## src/rtl/enc_scan_iter_pkg.sv

```systemverilog
// Shared types and helpers for the set-bit iterator: FSM encoding and index-width helper.
package enc_pkg;

  typedef enum logic [0:0] {
    ENC_IDLE,
    ENC_SCAN
  } enc_state_t;

  localparam int ENC_MAX_W = 256;

  function automatic int enc_idx_w(input int w);
    return $clog2(w);
  endfunction

endpackage

```

## src/rtl/enc_scan_iter_if.sv

```systemverilog
// Mask-in / index-out stream bundle for enc_scan_iter.
// Both sides are valid/ready: a transfer happens on a rising clock edge where valid and
// ready are both high; once valid is raised, the payload stays stable until that edge.
interface enc_scan_iter_if #(
  parameter int DATA_W = 64
);
  import enc_pkg::*;

  localparam int IDX_W = enc_idx_w(DATA_W);

  logic              in_valid_i;
  logic              in_ready_o;
  logic [DATA_W-1:0] in_data_i;
  logic              out_valid_o;
  logic              out_ready_i;
  logic [IDX_W-1:0]  out_index_o;
  logic [IDX_W:0]    out_seq_o;
  logic              out_last_o;
  logic              out_empty_o;

  modport slave (
    input  in_valid_i, in_data_i, out_ready_i,
    output in_ready_o, out_valid_o, out_index_o, out_seq_o, out_last_o, out_empty_o
  );

  modport master (
    output in_valid_i, in_data_i, out_ready_i,
    input  in_ready_o, out_valid_o, out_index_o, out_seq_o, out_last_o, out_empty_o
  );

endinterface

```

## src/rtl/enc_scan_iter_prio.sv

```systemverilog
// Combinational two-level priority encoder: per-group OR and in-group index, then group select.
module enc_prio import enc_pkg::*; #(
  parameter int DATA_W    = 64,
  parameter int GRP_W     = 8,
  parameter bit LSB_FIRST = 1'b0
) (
  input  logic [DATA_W-1:0]            mask_i,
  output logic [enc_idx_w(DATA_W)-1:0] idx_o,
  output logic                         any_o
);

  localparam int IDX_W = enc_idx_w(DATA_W);
  localparam int NGRP  = DATA_W / GRP_W;

  logic             grp_any [NGRP];
  logic [IDX_W-1:0] grp_sub [NGRP];

  // Later matches overwrite earlier ones, so the scan order picks the winning end.
  always_comb begin
    for (int g = 0; g < NGRP; g++) begin
      grp_any[g] = 1'b0;
      grp_sub[g] = '0;
      for (int b = 0; b < GRP_W; b++) begin
        int bb;
        bb = LSB_FIRST ? (GRP_W - 1 - b) : b;
        if (mask_i[g*GRP_W + bb]) begin
          grp_any[g] = 1'b1;
          grp_sub[g] = IDX_W'(bb);
        end
      end
    end
  end

  always_comb begin
    any_o = 1'b0;
    idx_o = '0;
    for (int gg = 0; gg < NGRP; gg++) begin
      int g;
      g = LSB_FIRST ? (NGRP - 1 - gg) : gg;
      if (grp_any[g]) begin
        any_o = 1'b1;
        idx_o = IDX_W'(g * GRP_W) | grp_sub[g];
      end
    end
  end

endmodule

```

## src/rtl/enc_scan_iter.sv

```systemverilog
// Set-bit iterator: accepts a mask, then emits one set-bit index per beat with seq/last/empty.
module enc_scan_iter import enc_pkg::*; #(
  parameter int DATA_W    = 64,
  parameter int GRP_W     = 8,
  parameter bit LSB_FIRST = 1'b0
) (
  input  logic            clk_i,
  input  logic            rst_n_i,
  input  logic            flush_i,
  enc_scan_iter_if.slave  bus,
  output enc_state_t      dbg_state_o
);

  localparam int IDX_W = enc_idx_w(DATA_W);
  localparam logic [IDX_W:0] CNT_ONE = 1;

  enc_state_t        state_q, state_d;
  logic [DATA_W-1:0] mask_q, mask_d;
  logic [IDX_W:0]    cnt_q, cnt_d;
  logic              out_valid_q, out_valid_d;
  logic [IDX_W-1:0]  out_index_q, out_index_d;
  logic [IDX_W:0]    out_seq_q, out_seq_d;
  logic              out_last_q, out_last_d;
  logic              out_empty_q, out_empty_d;

  logic [IDX_W-1:0]  enc_idx;
  logic              enc_any;
  logic              slot_free, accept, load, last_taken;

  enc_prio #(
    .DATA_W    (DATA_W),
    .GRP_W     (GRP_W),
    .LSB_FIRST (LSB_FIRST)
  ) u_prio (
    .mask_i (mask_q),
    .idx_o  (enc_idx),
    .any_o  (enc_any)
  );

  always_comb begin
    slot_free  = !out_valid_q || bus.out_ready_i;
    accept     = (state_q == ENC_IDLE) && bus.in_valid_i && !flush_i;
    // cnt_q == 0 with an empty mask is the zero-mask case that still owes one dummy beat.
    load       = (state_q == ENC_SCAN) && slot_free && ((mask_q != '0) || (cnt_q == '0));
    last_taken = out_valid_q && bus.out_ready_i && out_last_q;

    state_d     = state_q;
    mask_d      = mask_q;
    cnt_d       = cnt_q;
    out_valid_d = out_valid_q;
    out_index_d = out_index_q;
    out_seq_d   = out_seq_q;
    out_last_d  = out_last_q;
    out_empty_d = out_empty_q;

    if (flush_i) begin
      state_d     = ENC_IDLE;
      mask_d      = '0;
      cnt_d       = '0;
      out_valid_d = 1'b0;
      out_last_d  = 1'b0;
      out_empty_d = 1'b0;
    end else begin
      case (state_q)
        ENC_IDLE: begin
          if (accept) begin
            state_d = ENC_SCAN;
            mask_d  = bus.in_data_i;
            cnt_d   = '0;
          end
        end
        ENC_SCAN: begin
          if (last_taken) begin
            state_d     = ENC_IDLE;
            out_valid_d = 1'b0;
          end else if (load) begin
            if (enc_any) mask_d[enc_idx] = 1'b0;
            out_valid_d = 1'b1;
            out_index_d = enc_idx;
            out_seq_d   = cnt_q;
            cnt_d       = cnt_q + CNT_ONE;
            out_last_d  = (mask_d == '0);
            out_empty_d = !enc_any;
          end else if (bus.out_ready_i) begin
            out_valid_d = 1'b0;
          end
        end
        default: state_d = ENC_IDLE;
      endcase
    end
  end

  always_ff @(posedge clk_i or negedge rst_n_i) begin
    if (!rst_n_i) begin
      state_q     <= ENC_IDLE;
      mask_q      <= '0;
      cnt_q       <= '0;
      out_valid_q <= 1'b0;
      out_index_q <= '0;
      out_seq_q   <= '0;
      out_last_q  <= 1'b0;
      out_empty_q <= 1'b0;
    end else begin
      state_q     <= state_d;
      mask_q      <= mask_d;
      cnt_q       <= cnt_d;
      out_valid_q <= out_valid_d;
      out_index_q <= out_index_d;
      out_seq_q   <= out_seq_d;
      out_last_q  <= out_last_d;
      out_empty_q <= out_empty_d;
    end
  end

  assign bus.in_ready_o  = (state_q == ENC_IDLE);
  assign bus.out_valid_o = out_valid_q;
  assign bus.out_index_o = out_index_q;
  assign bus.out_seq_o   = out_seq_q;
  assign bus.out_last_o  = out_last_q;
  assign bus.out_empty_o = out_empty_q;
  assign dbg_state_o     = state_q;

endmodule
```

## src/flat_wrapper.sv

```systemverilog
// flat-port wrapper written by rule: the top's interface ports become plain ports
module enc_scan_iter_flat import enc_pkg::*;
#(
  parameter int DATA_W    = 64,
  parameter int GRP_W     = 8,
  parameter bit LSB_FIRST = 1'b0
)
  (clk_i, rst_n_i, flush_i, dbg_state_o, bus_in_valid_i, bus_in_data_i, bus_out_ready_i, bus_in_ready_o, bus_out_valid_o, bus_out_index_o, bus_out_seq_o, bus_out_last_o, bus_out_empty_o);
  enc_scan_iter_if #(.DATA_W(DATA_W)) bus_i ();
  input  logic clk_i;
  input  logic rst_n_i;
  input  logic flush_i;
  output enc_state_t dbg_state_o;
  input wire logic [$bits(bus_i.in_valid_i)-1:0] bus_in_valid_i;
  input wire logic [$bits(bus_i.in_data_i)-1:0] bus_in_data_i;
  input wire logic [$bits(bus_i.out_ready_i)-1:0] bus_out_ready_i;
  output wire logic [$bits(bus_i.in_ready_o)-1:0] bus_in_ready_o;
  output wire logic [$bits(bus_i.out_valid_o)-1:0] bus_out_valid_o;
  output wire logic [$bits(bus_i.out_index_o)-1:0] bus_out_index_o;
  output wire logic [$bits(bus_i.out_seq_o)-1:0] bus_out_seq_o;
  output wire logic [$bits(bus_i.out_last_o)-1:0] bus_out_last_o;
  output wire logic [$bits(bus_i.out_empty_o)-1:0] bus_out_empty_o;
  assign bus_i.in_valid_i = bus_in_valid_i;
  assign bus_i.in_data_i = bus_in_data_i;
  assign bus_i.out_ready_i = bus_out_ready_i;
  assign bus_in_ready_o = bus_i.in_ready_o;
  assign bus_out_valid_o = bus_i.out_valid_o;
  assign bus_out_index_o = bus_i.out_index_o;
  assign bus_out_seq_o = bus_i.out_seq_o;
  assign bus_out_last_o = bus_i.out_last_o;
  assign bus_out_empty_o = bus_i.out_empty_o;
  enc_scan_iter #(.DATA_W(DATA_W), .GRP_W(GRP_W), .LSB_FIRST(LSB_FIRST)) u_core (.clk_i(clk_i), .rst_n_i(rst_n_i), .flush_i(flush_i), .bus(bus_i), .dbg_state_o(dbg_state_o));
endmodule
```

## config.mk

```make
export PLATFORM = sky130hd
export DESIGN_NAME = enc_scan_iter_flat
export DESIGN_NICKNAME = d
export VERILOG_FILES = /design/src/rtl/enc_scan_iter_pkg.sv /design/src/rtl/enc_scan_iter_if.sv /design/src/rtl/enc_scan_iter_prio.sv /design/src/rtl/enc_scan_iter.sv /design/src/flat_wrapper.sv
export SDC_FILE = /design/constraint.sdc
export NUM_CORES = 1
export LEC_CHECK = 0
export CAP_MARGIN = 20
export CORE_MARGIN = 3
export CORE_UTILIZATION = 40
export CTS_BUF_LIST = sky130_fd_sc_hd__clkbuf_8
export CTS_CLUSTER_DIAMETER = 40
export DETAILED_ROUTE_END_ITERATION = 8
export HOLD_SLACK_MARGIN = 0.02
export PLACE_DENSITY = 0.61
export SETUP_SLACK_MARGIN = 0.2
export SLEW_MARGIN = 15
export SYNTH_ARGS = -nofsm -noshare
export SYNTH_HDL_FRONTEND = slang
export SYNTH_SLANG_ARGS = --single-unit
export TNS_END_PERCENT = 50
```

## constraint.sdc

```tcl
create_clock -name clk_i -period 8.7 [get_ports clk_i]
set_input_delay 1.74 -clock clk_i [delete_from_list [all_inputs] [get_ports clk_i]]
set_output_delay 1.74 -clock clk_i [all_outputs]
set_load 0.005 [all_outputs]
```

==> run summary, run 1 <==
Status: completed
Die Wd: 122 um
Mapped Cells: 613
Period utilisation layout: 0.584
Crit path max fanout: 20
Fill count: 1,276
Fin. Hold Viols: 0
Final Setup Violations: 0
Internal: 0.708 mW
Num rows: 41
Top cells by area, synth: dfrtp_1 41%, a22o_1 9.1%, o21ai_0 7.3%, nor2_1 4.1%, nor3_1 3.1%
Sink Count: 88
Slew margin rel.: 0.310
Post-route cell area: 6540 um^2
Clock power share: 0.236
FF-to-FF path depth: 11
Synth Warn #: 0
Core area: 12,900 um^2
Post-layout min period: 5.08 ns
PostCTS Resize Cnt: 0
Pwr Total: 1.16 mW
Crit path capture type: flip-flop
PortBufs: 86
R2r endpoint: u_core.bus.out_last_o
Initial antenna violation count: 1
Placed insts: 835
Nets: 746
TritonCTS buffer count: 9
Post-synthesis sequential area ratio: 0.408
Vias per cell: 6.35
Final antenna-violating net count: 0
Combinational share of power: 0.338
Starting Density: 0.418
Switching Power: 0.449 mW
Post-DP HPWL: 14,100 um
Worst slack at placement: 3.75 ns
Worst VDD drop: 0.0990 mV
Setup crit start kind: flip-flop
Post-DP Area: 6350 um^2
Critical Path Start: u_core.mask_q[52]
Top FF cell, synth: dfrtp_1
WL final: 19,800 um
Worst hold margin: 0.514 ns
Global-route wire length before repair: 31,000 um
Post-synth ARST share: 1.00
Clock Root Buffer: clkbuf_8
Power Dens Cells: 177 nW/um^2
Most frequent CP cell: nand2_1
Max cap viols: 0
Worst path max stage delay: 0.78 ns
Unique masters post-synth: 67
Clk_lat worst skew: 0.38 ns
CTS Buffer Depth: 2
RSZ-0062 raised after global routing: false
Number of flops mapped to enable cells by yosys: 0
Worst-margin pin slew: 1.04 ns
IO Count: 87
CTS tree: built
FF+latch count, synth: 88
Via Count: 5,414
Post-synth top area share: 0.408
Crit path capture: u_core.bus.out_last_o
Die Y: 122 um
GRT overflow: 0
Layout cell share with drive strength beyond 1: 0.0838
Router iterations before antenna repair: 5
Kind of critical path: flip-flop to flip-flop
DR iter-0 viols: 659
Synth-to-Final Area Change: 21.1%
Syn Nets: 684
Worst setup margin: 3.62 ns
Gpl congestion: 0.941
Fmax: 0.197 GHz
GRT Overall Usage: 0.271
Vias in the first global route: 5,422
Sequential power share: 0.426
DRC: 0
Setup repair bufs after CTS: 0
DR WL/cell: 23.2 um
Total Die Area: 14,900 um^2
Syn_area_per_cell: 8.81 um^2
Crit path DAT: 5.38 ns
Worst min path class: flip-flop to flip-flop
Switching part of the total: 0.388
Hold buffers post-CTS: 0
Largest net degree at the start of global routing: 63
R2R setup slack: 3.62 ns
Final Util: 0.506
H-tree levels: 3
Yosys top cell by area: dfrtp_1
Cells along the critical path: or4_4 > nor2_4 > nand2_1 > a2111oi_2 > a31oi_1 > nand2_1 > nand3_1 > o21ai_0 > o2111ai_1 > or4_1 > o31ai_2
Post-Layout Cell Count: 853
Synthesized area: 5400 um^2
Worst r2r src: u_core.mask_q[52]
Pleak: 2.62 nW
Setup_tns: 0 ns
Clk_skew: 0.0133 ns
Req. time, crit path: 9.00 ns
Slew Viols, Final: 0
Clock-pin transition on the worst setup and hold timing paths: 0.09 ns
Worst path slowest cell: nand3_1
-- layout by cell type (no fill, tap or decap), types with 4 or more instances in the layout --
master and n:
o31ai_1 17, nand2_1 25, dfrtp_1 88, nor2_1 59
o22ai_1 5, a21o_1 5, nand4_1 6, or4_4 4
o21ai_0 78, nand2b_1 4, a21oi_1 21, nor3_1 32
nor2b_1 7, a31oi_1 10, clkbuf_8 11, xor2_1 5
and2_1 5, clkdlybuf4s50_1 85, o211ai_1 4, or4_1 5
buf_4 9, a22o_1 56, mux2_2 8, o2111ai_1 8
nand3_1 12, inv_1 24, nor4_1 18
-- power groups by stage --
stage          sequential, mW  combinational (mW)  clock [mW]
2_1_floorplan           0.483               0.234           0
3_3_place_gp            0.497               0.381           0
3_5_place_dp            0.498               0.380           0
4_1_cts                 0.491               0.382       0.280
5_1_grt                 0.498               0.417       0.298
6_report                0.492               0.391       0.273
-- worst max-delay path, delay by kind of cell, from the launching register on --
kind	cells	cell delay, ns
compound gates	5	1.57
simple gates	6	2.95
flops	1	0.48
-- how the worst min path moves through the flow --
stage                             from                 endpoint  slack, ns  depth (start not counted)
2_1_floorplan        u_core.mask_q[16]        u_core.mask_q[16]       0.48                          1
3_3_place_gp   u_core.bus.out_seq_o[3]  u_core.bus.out_seq_o[3]       0.49                          1
3_5_place_dp   u_core.bus.out_seq_o[6]  u_core.bus.out_seq_o[6]       0.50                          1
4_1_cts        u_core.bus.out_seq_o[2]  u_core.bus.out_seq_o[2]       0.52                          1
5_1_grt        u_core.bus.out_seq_o[2]  u_core.bus.out_seq_o[2]       0.54                          1
6_report       u_core.bus.out_seq_o[2]  u_core.bus.out_seq_o[2]       0.51                          1
-- routing by layer --
layer  part of all wire  up-vias  wire (um)  GRT usage
met5                  0        -          0          0
met3              0.080       27       1590     0.0757
li1                   -     2464          -          -
met4              0.018        0        352     0.0644
met2               0.45      273       8960      0.420
met1               0.45     2650       8870      0.377
-- sequential cells by signal, indices dropped and copies added (netlist names) --
signal                  cells
u_core.mask_q              64
u_core.bus.out_seq_o        7
u_core.cnt_q                7
u_core.bus.out_index_o      6
u_core.bus.out_empty_o      1
u_core.bus.out_last_o       1
u_core.bus.out_valid_o      1
u_core.dbg_state_o          1
-- cell type report --
class                   instances  area [um^2]  area share
well taps                     172          215      0.0329
diodes                          1         2.50    0.000383
flip-flops and latches         88         2200       0.337
repair buffers                 95          923       0.141
inverters                      24         90.1      0.0138
multi-input cells             457         2920       0.447
clock buffers                  11          151      0.0232
clock inverters                 5         31.3     0.00479
-- cell families (layout without fill, tap and decap cells) --
group / count (synthesis) / in the layout / share of synthesized area
fa+ha+maj: 2 / 2 / 0.00463
mux: 9 / 9 / 0.0185
other cells: 0 / 1 / 0
simple gates: 196 / 196 / 0.190
xor+xnor: 5 / 5 / 0.00811
flops: 88 / 88 / 0.408
compound gates: 245 / 245 / 0.319
buf+inv: 68 / 135 / 0.0521
-- cell usage after synthesis, types with 5 or more instances --
master	number
and2_1	5
dfrtp_1	88
nor2_1	59
nor3_1	33
nor2b_1	7
inv_1	24
clkbuf_1	37
nand2_1	25
nor4_1	18
o2111ai_1	8
a21o_1	5
nand4_1	6
a31oi_1	10
o21ai_0	79
a22o_1	56
a21oi_1	21
nand3_1	12
mux2_2	8
xor2_1	5
o31ai_1	17
o22ai_1	5
or4_1	5
No activity file was read; power rests on OpenSTA's default activity.
==> run 2, diff against run 1 <==
==> constraint.sdc (replaced) <==
create_clock -name clk_i -period 5 [get_ports clk_i]
set_input_delay 1 -clock clk_i [delete_from_list [all_inputs] [get_ports clk_i]]
set_output_delay 1 -clock clk_i [all_outputs]
set_load 0.005 [all_outputs]
==> run 2 against run 1 <==
Register-to-register slack got worse by 3.2 ns. Core utilization increased by 1.1 points. Routed wire length increased by 4.5%.
==> run summary, run 2 (same netlist as run 1, synthesis figures left out) <==
H-tree levels: 3 (unchanged)
Commonest non-fill, non-tap cells in the layout: 88 x dfrtp_1, 85 x clkdlybuf4s50_1, 78 x o21ai_0
GRT Overall Usage: 0.289 (+0.0185)
Register with the most flip-flops: u_core.mask_q
Power Dens Cells: 312 nW/um^2 (+76%)
Sequential power share: 0.411 (-0.015)
CTS tree: built
Vias in the first global route: 5,556 (+2.5%)
Layout cell share with drive strength beyond 1: 0.112 (+0.0284)
Crit path max fanout: 20 (unchanged)
Router iterations before antenna repair: 5 (unchanged)
Worst min path class: flip-flop to flip-flop
Post-DP HPWL: 15,200 um (+7.5%)
Post-Layout Cell Count: 867 (+1.6%)
Max cap viols: 0 (unchanged)
Gpl congestion: 1.03 (+10%)
Clock Root Buffer: clkbuf_8
Period utilisation layout: 0.925 (+0.340)
Die Y: 122 um (unchanged)
TritonCTS buffer count: 9 (unchanged)
Crit path capture type: flip-flop
Placed insts: 850 (+1.8%)
Slew Viols, Final: 0 (unchanged)
R2R setup slack: 0.38 ns (-3.24 ns)
Vias per cell: 6.38 (+0.48%)
WL final: 20,700 um (+4.5%)
Commonest non-fill, non-tap cell in the layout: dfrtp_1
Combinational share of power: 0.352 (+0.014)
Pleak: 2.69 nW (+2.7%)
Nets: 761 (+2.0%)
Initial antenna violation count: 0 (-1)
Worst slack at placement: 0.177 ns (-3.58 ns)
RSZ-0062 raised after global routing: false
DR WL/cell: 23.8 um (+2.8%)
DR iter-0 viols: 624 (-5.3%)
Switching Power: 0.816 mW (+82%)
Status: completed
CTS Buffer Depth: 2 (unchanged)
Internal: 1.27 mW (+79%)
Switching part of the total: 0.391 (+0.00309)
Slew margin rel.: 0.329 (+0.0196)
DRC: 0 (unchanged)
Core area: 12,900 um^2 (unchanged)
Setup crit start kind: flip-flop
Clk_skew: 0.0102 ns (-0.00308 ns)
PortBufs: 86 (unchanged)
Worst setup margin: 0.377 ns (-3.24 ns)
Starting Density: 0.418 (unchanged)
Clock power share: 0.236 (about the same)
Multi-input gate area: 2950 um^2 (+1.0%)
Final antenna diode count: 0 (-1)
Worst-margin pin slew: 1.01 ns (-0.0296 ns)
Reg area: 2200 um^2 (unchanged)
Global-route wire length before repair: 32,700 um (+5.5%)
Kind of critical path: flip-flop to flip-flop
Pwr Total: 2.09 mW (+80%)
Die Wd: 122 um (unchanged)
Sink Count: 88 (unchanged)
Fin. Hold Viols: 0 (unchanged)
Num rows: 41 (unchanged)
Max reg flops: 64 (unchanged)
Fmax: 0.216 GHz (+10%)
Largest net degree at the start of global routing: 58 (-7.9%)
Setup_tns: 0 ns (unchanged)
Synth-to-Final Area Change: 23.8%
GRT overflow: 0 (unchanged)
Req. time, crit path: 5.30 ns (-3.70 ns)
Clk_lat worst skew: 0.38 ns (about the same)
Final Setup Violations: 0 (unchanged)
Total Die Area: 14,900 um^2 (unchanged)
Final antenna-violating net count: 0 (unchanged)
Clock-pin transition on the worst setup and hold timing paths: 0.09 ns (about the same)
Crit path DAT: 4.92 ns (-0.46 ns)
Post-layout min period: 4.62 ns (-0.460 ns)
Worst VDD drop: 0.145 mV (+46%)
Via Count: 5,529 (+2.1%)
IO Count: 87 (unchanged)
Fill count: 1,250 (-2.0%)
==> run 2: final timing paths <==
check                                   startpoint  cells past startpoint                 endpoint
min in group asynchronous                  rst_n_i                      1        u_core.mask_q[55]
max reg2reg                      u_core.mask_q[23]                     10    u_core.bus.out_last_o
min reg2reg                u_core.bus.out_seq_o[5]                      1  u_core.bus.out_seq_o[5]
min                        u_core.bus.out_seq_o[5]                      1  u_core.bus.out_seq_o[5]
max in group asynchronous                  rst_n_i                      2        u_core.mask_q[13]
max                              u_core.mask_q[23]                     10    u_core.bus.out_last_o
==> run 2: what timing repair did <==
item,CTS,global route
setup buffers,0,0
gates resized for setup,1,5
gates cloned,0,0
endpoints found under the hold margin,0,0
endpoints found under the setup margin,1,1
hold buffers,0,0
==> run 2: area by class of cell <==
cell class / count / area share
well taps: 172 / 0.0322
inverters: 24 / 0.0135
clock inverters: 5 / 0.00580
repair buffers: 110 / 0.155
flip-flops and latches: 88 / 0.329
clock buffers: 11 / 0.0227
multi-input cells: 457 / 0.441
==> run 2: through the flow <==
step	hold WS, ns	area [um^2]	util
after floorplan	0.482	5400	-
after global placement	0.489	6460	0.500
after detailed placement	0.495	6460	0.500
after CTS	0.518	6650	0.515
after global routing	0.550	6680	0.517
final	0.511	6680	0.517
==> run 2: power by group through the flow <==
stage,sequential (mW),combinational (mW),clock (mW)
CTS,0.853,0.715,0.508
global route,0.869,0.786,0.536
detailed placement,0.866,0.710,0
finish,0.858,0.735,0.493
floorplan,0.841,0.407,0
global placement,0.864,0.711,0
==> run 2: per-layer routing <==
layer / part of all wire / vias to the layer above / global-route usage / routed length, um
met5: 0 / - / 0 / 0
met4: 0.033 / 0 / 0.102 / 676
met3: 0.089 / 55 / 0.0771 / 1840
met2: 0.43 / 309 / 0.428 / 8960
met1: 0.44 / 2673 / 0.409 / 9190
li1: - / 2492 / - / -
==> run 2: critical path, cell delays in order, from the launching register on <==
cell	delay [ns]
dfrtp_1	0.46
nor4_2	0.44
nand2_1	0.16
or4_1	0.60
a31oi_1	0.45
and2_1	0.81
nand3_1	0.25
o21ai_0	0.40
o2111ai_1	0.25
or4_1	0.53
o31ai_2	0.18
==> variant, RTL diff (flow settings as in run 2) <==
`GRP_W` is set to 8 in 3 places; all go to 16.
--- a/src/rtl/enc_scan_iter_prio.sv
+++ b/src/rtl/enc_scan_iter_prio.sv
@@ -2,5 +2,5 @@
 module enc_prio import enc_pkg::*; #(
   parameter int DATA_W    = 64,
-  parameter int GRP_W     = 8,
+  parameter int GRP_W     = 16,
   parameter bit LSB_FIRST = 1'b0
 ) (
--- a/src/rtl/enc_scan_iter.sv
+++ b/src/rtl/enc_scan_iter.sv
@@ -2,5 +2,5 @@
 module enc_scan_iter import enc_pkg::*; #(
   parameter int DATA_W    = 64,
-  parameter int GRP_W     = 8,
+  parameter int GRP_W     = 16,
   parameter bit LSB_FIRST = 1'b0
 ) (
--- a/src/flat_wrapper.sv
+++ b/src/flat_wrapper.sv
@@ -3,5 +3,5 @@
 #(
   parameter int DATA_W    = 64,
-  parameter int GRP_W     = 8,
+  parameter int GRP_W     = 16,
   parameter bit LSB_FIRST = 1'b0
 )
Function: same outputs for any inputs over 4 cycles, from zero or initial values and one cycle with rst_n_i low; that may be too few to reach the edited logic, so the function may still have changed.
==> variant against run 2 <==
  * Power down 0.44%
  * Setup slack better by 0.090 ns
  * Design area up 0.84%
  * Non-clock buffer count down 5
  * Sequential power up 2%
  * Final cell count up 1.8%
  * Wire length up 6.4%
  * Area after synthesis up 1.8%
  * Sequential cell count unchanged
  * Die area up 1.7%
  * Core utilization down 1.2 points
  * Largest cell class unchanged
  * Largest power group unchanged
==> variant: results (changes against run 2) <==
outcome complete, no violations (unchanged); GRT Total Usage 0.294 (was 0.289); max incr delay on CP 0.72 ns (was 0.81 ns); sequential element share of the synthesized area 0.401 (was 0.408); first-pass GRT wire length 33000 µm (was 32700 µm); largest net degree at the start of global routing 89 (was 58); Mapped Nets 695 (was 684); Worst R2R Setup Slack 0.47 ns (was 0.38 ns); DP HPWL 16300 µm (was 15200 µm); routability cong. 1.05 (was 1.03); fin nets 773 (was 761); Arr. time, crit path 4.83 ns (was 4.92 ns); synth cell count leaders o21ai_0 (90), dfrtp_1 (88), nand2_1 (61), nor2_1 (60), a22o_1 (58) (was dfrtp_1 (88), o21ai_0 (79), nor2_1 (59), a22o_1 (56), clkbuf_1 (37)); Reg2Reg Launch Point u_core.mask_q[40]$_DFFE_PN0P_ (was u_core.mask_q[23]$_DFFE_PN0P_); # resized after CTS 0 (was 1); Finished Layout Cells 883 (was 867); worst hold start u_core.bus.out_seq_o[2]$_DFFE_PN0P_ (was u_core.bus.out_seq_o[5]$_DFFE_PN0P_); antenna violations before repair 1 (was 0); share of layout cells above drive strength 1 0.113 (was 0.112); drt first-iter violations 526 (was 624); Cells after Synth 624 (was 613); leak pwr 2.81 nW (was 2.69 nW); peak supply drop 0.126 mV (was 0.145 mV); filler cell count 1309 (was 1250); drt first pass iters 8 (was 5)
variant: cell types whose count changed after synthesis, sizes merged, moves of 8 or more:
cell   delta
o21ai     +9
o31ai    -10
nor3     -14
a31oi     -8
nand2    +37
variant: power groups by stage:
stage	logic [mW]	clock network, mW	registers [mW]
after global placement	0.664	0	0.883
after detailed placement	0.657	0	0.884
final	0.671	0.530	0.876
after CTS	0.661	0.546	0.871
after floorplan	0.390	0	0.850
after global routing	0.724	0.576	0.883
variant: layout make-up:
cell class / count / area share
inverter: 19 / 0.0106
tap: 176 / 0.0327
timing repair buffer: 105 / 0.151
sequential: 88 / 0.327
multi-input combinational: 479 / 0.449
clock inverter: 6 / 0.0100
clock buffer: 10 / 0.0204
variant: cell families (layout without fill, tap and decap cells):
kind of cell / count (synthesis) / count (layout) / synth area share
adder cells (fa/ha/maj): 2 / 2 / 0.00455
buffers and inverters: 57 / 140 / 0.0510
AND/OR/NAND/NOR: 227 / 227 / 0.223
XOR/XNOR: 4 / 4 / 0.00638
flip-flops: 88 / 88 / 0.401
multiplexers: 9 / 9 / 0.0182
AO/OA/AOI/OAI: 237 / 237 / 0.296
variant: path summary, 6_finish.rpt:
| kind | depth (start not counted) | endpoint |
|---|---|---|
| max in group asynchronous | 1 | u_core.mask_q[28]$_DFFE_PN0P_ |
| hold / removal | 1 | u_core.bus.out_seq_o[2]$_DFFE_PN0P_ |
| hold reg to reg | 1 | u_core.bus.out_seq_o[2]$_DFFE_PN0P_ |
| setup / recovery | 12 | u_core.bus.out_last_o$_DFFE_PN0P_ |
| min in group asynchronous | 1 | u_core.bus.out_seq_o[4]$_DFFE_PN0P_ |
| setup reg to reg | 12 | u_core.bus.out_last_o$_DFFE_PN0P_ |
variant: per-stage QoR:
| step | worst slack, ns | power (mW) | util | hold slack [ns] | cell area [µm²] |
|---|---|---|---|---|---|
| 6_report | 0.468 | 2.08 | 0.505 | 0.510 | 6740 |
| 4_1_cts | 0.521 | 2.08 | 0.505 | 0.514 | 6740 |
| 3_3_place_gp | 0.394 | 1.55 | 0.488 | 0.489 | 6510 |
| 5_1_grt | 0.238 | 2.18 | 0.505 | 0.530 | 6740 |
| 3_5_place_dp | 0.540 | 1.54 | 0.489 | 0.495 | 6530 |
| 2_1_floorplan | 1.33 | 1.24 | - | 0.482 | 5490 |
variant: routing by layer:
layer | vias up | GRT usage | wire length [µm]
met4 | 0 | 0.120 | 783
met2 | 339 | 0.444 | 9650
met5 | - | 0 | 0
met3 | 47 | 0.0540 | 1820
met1 | 2766 | 0.416 | 9720
li1 | 2504 | - | -
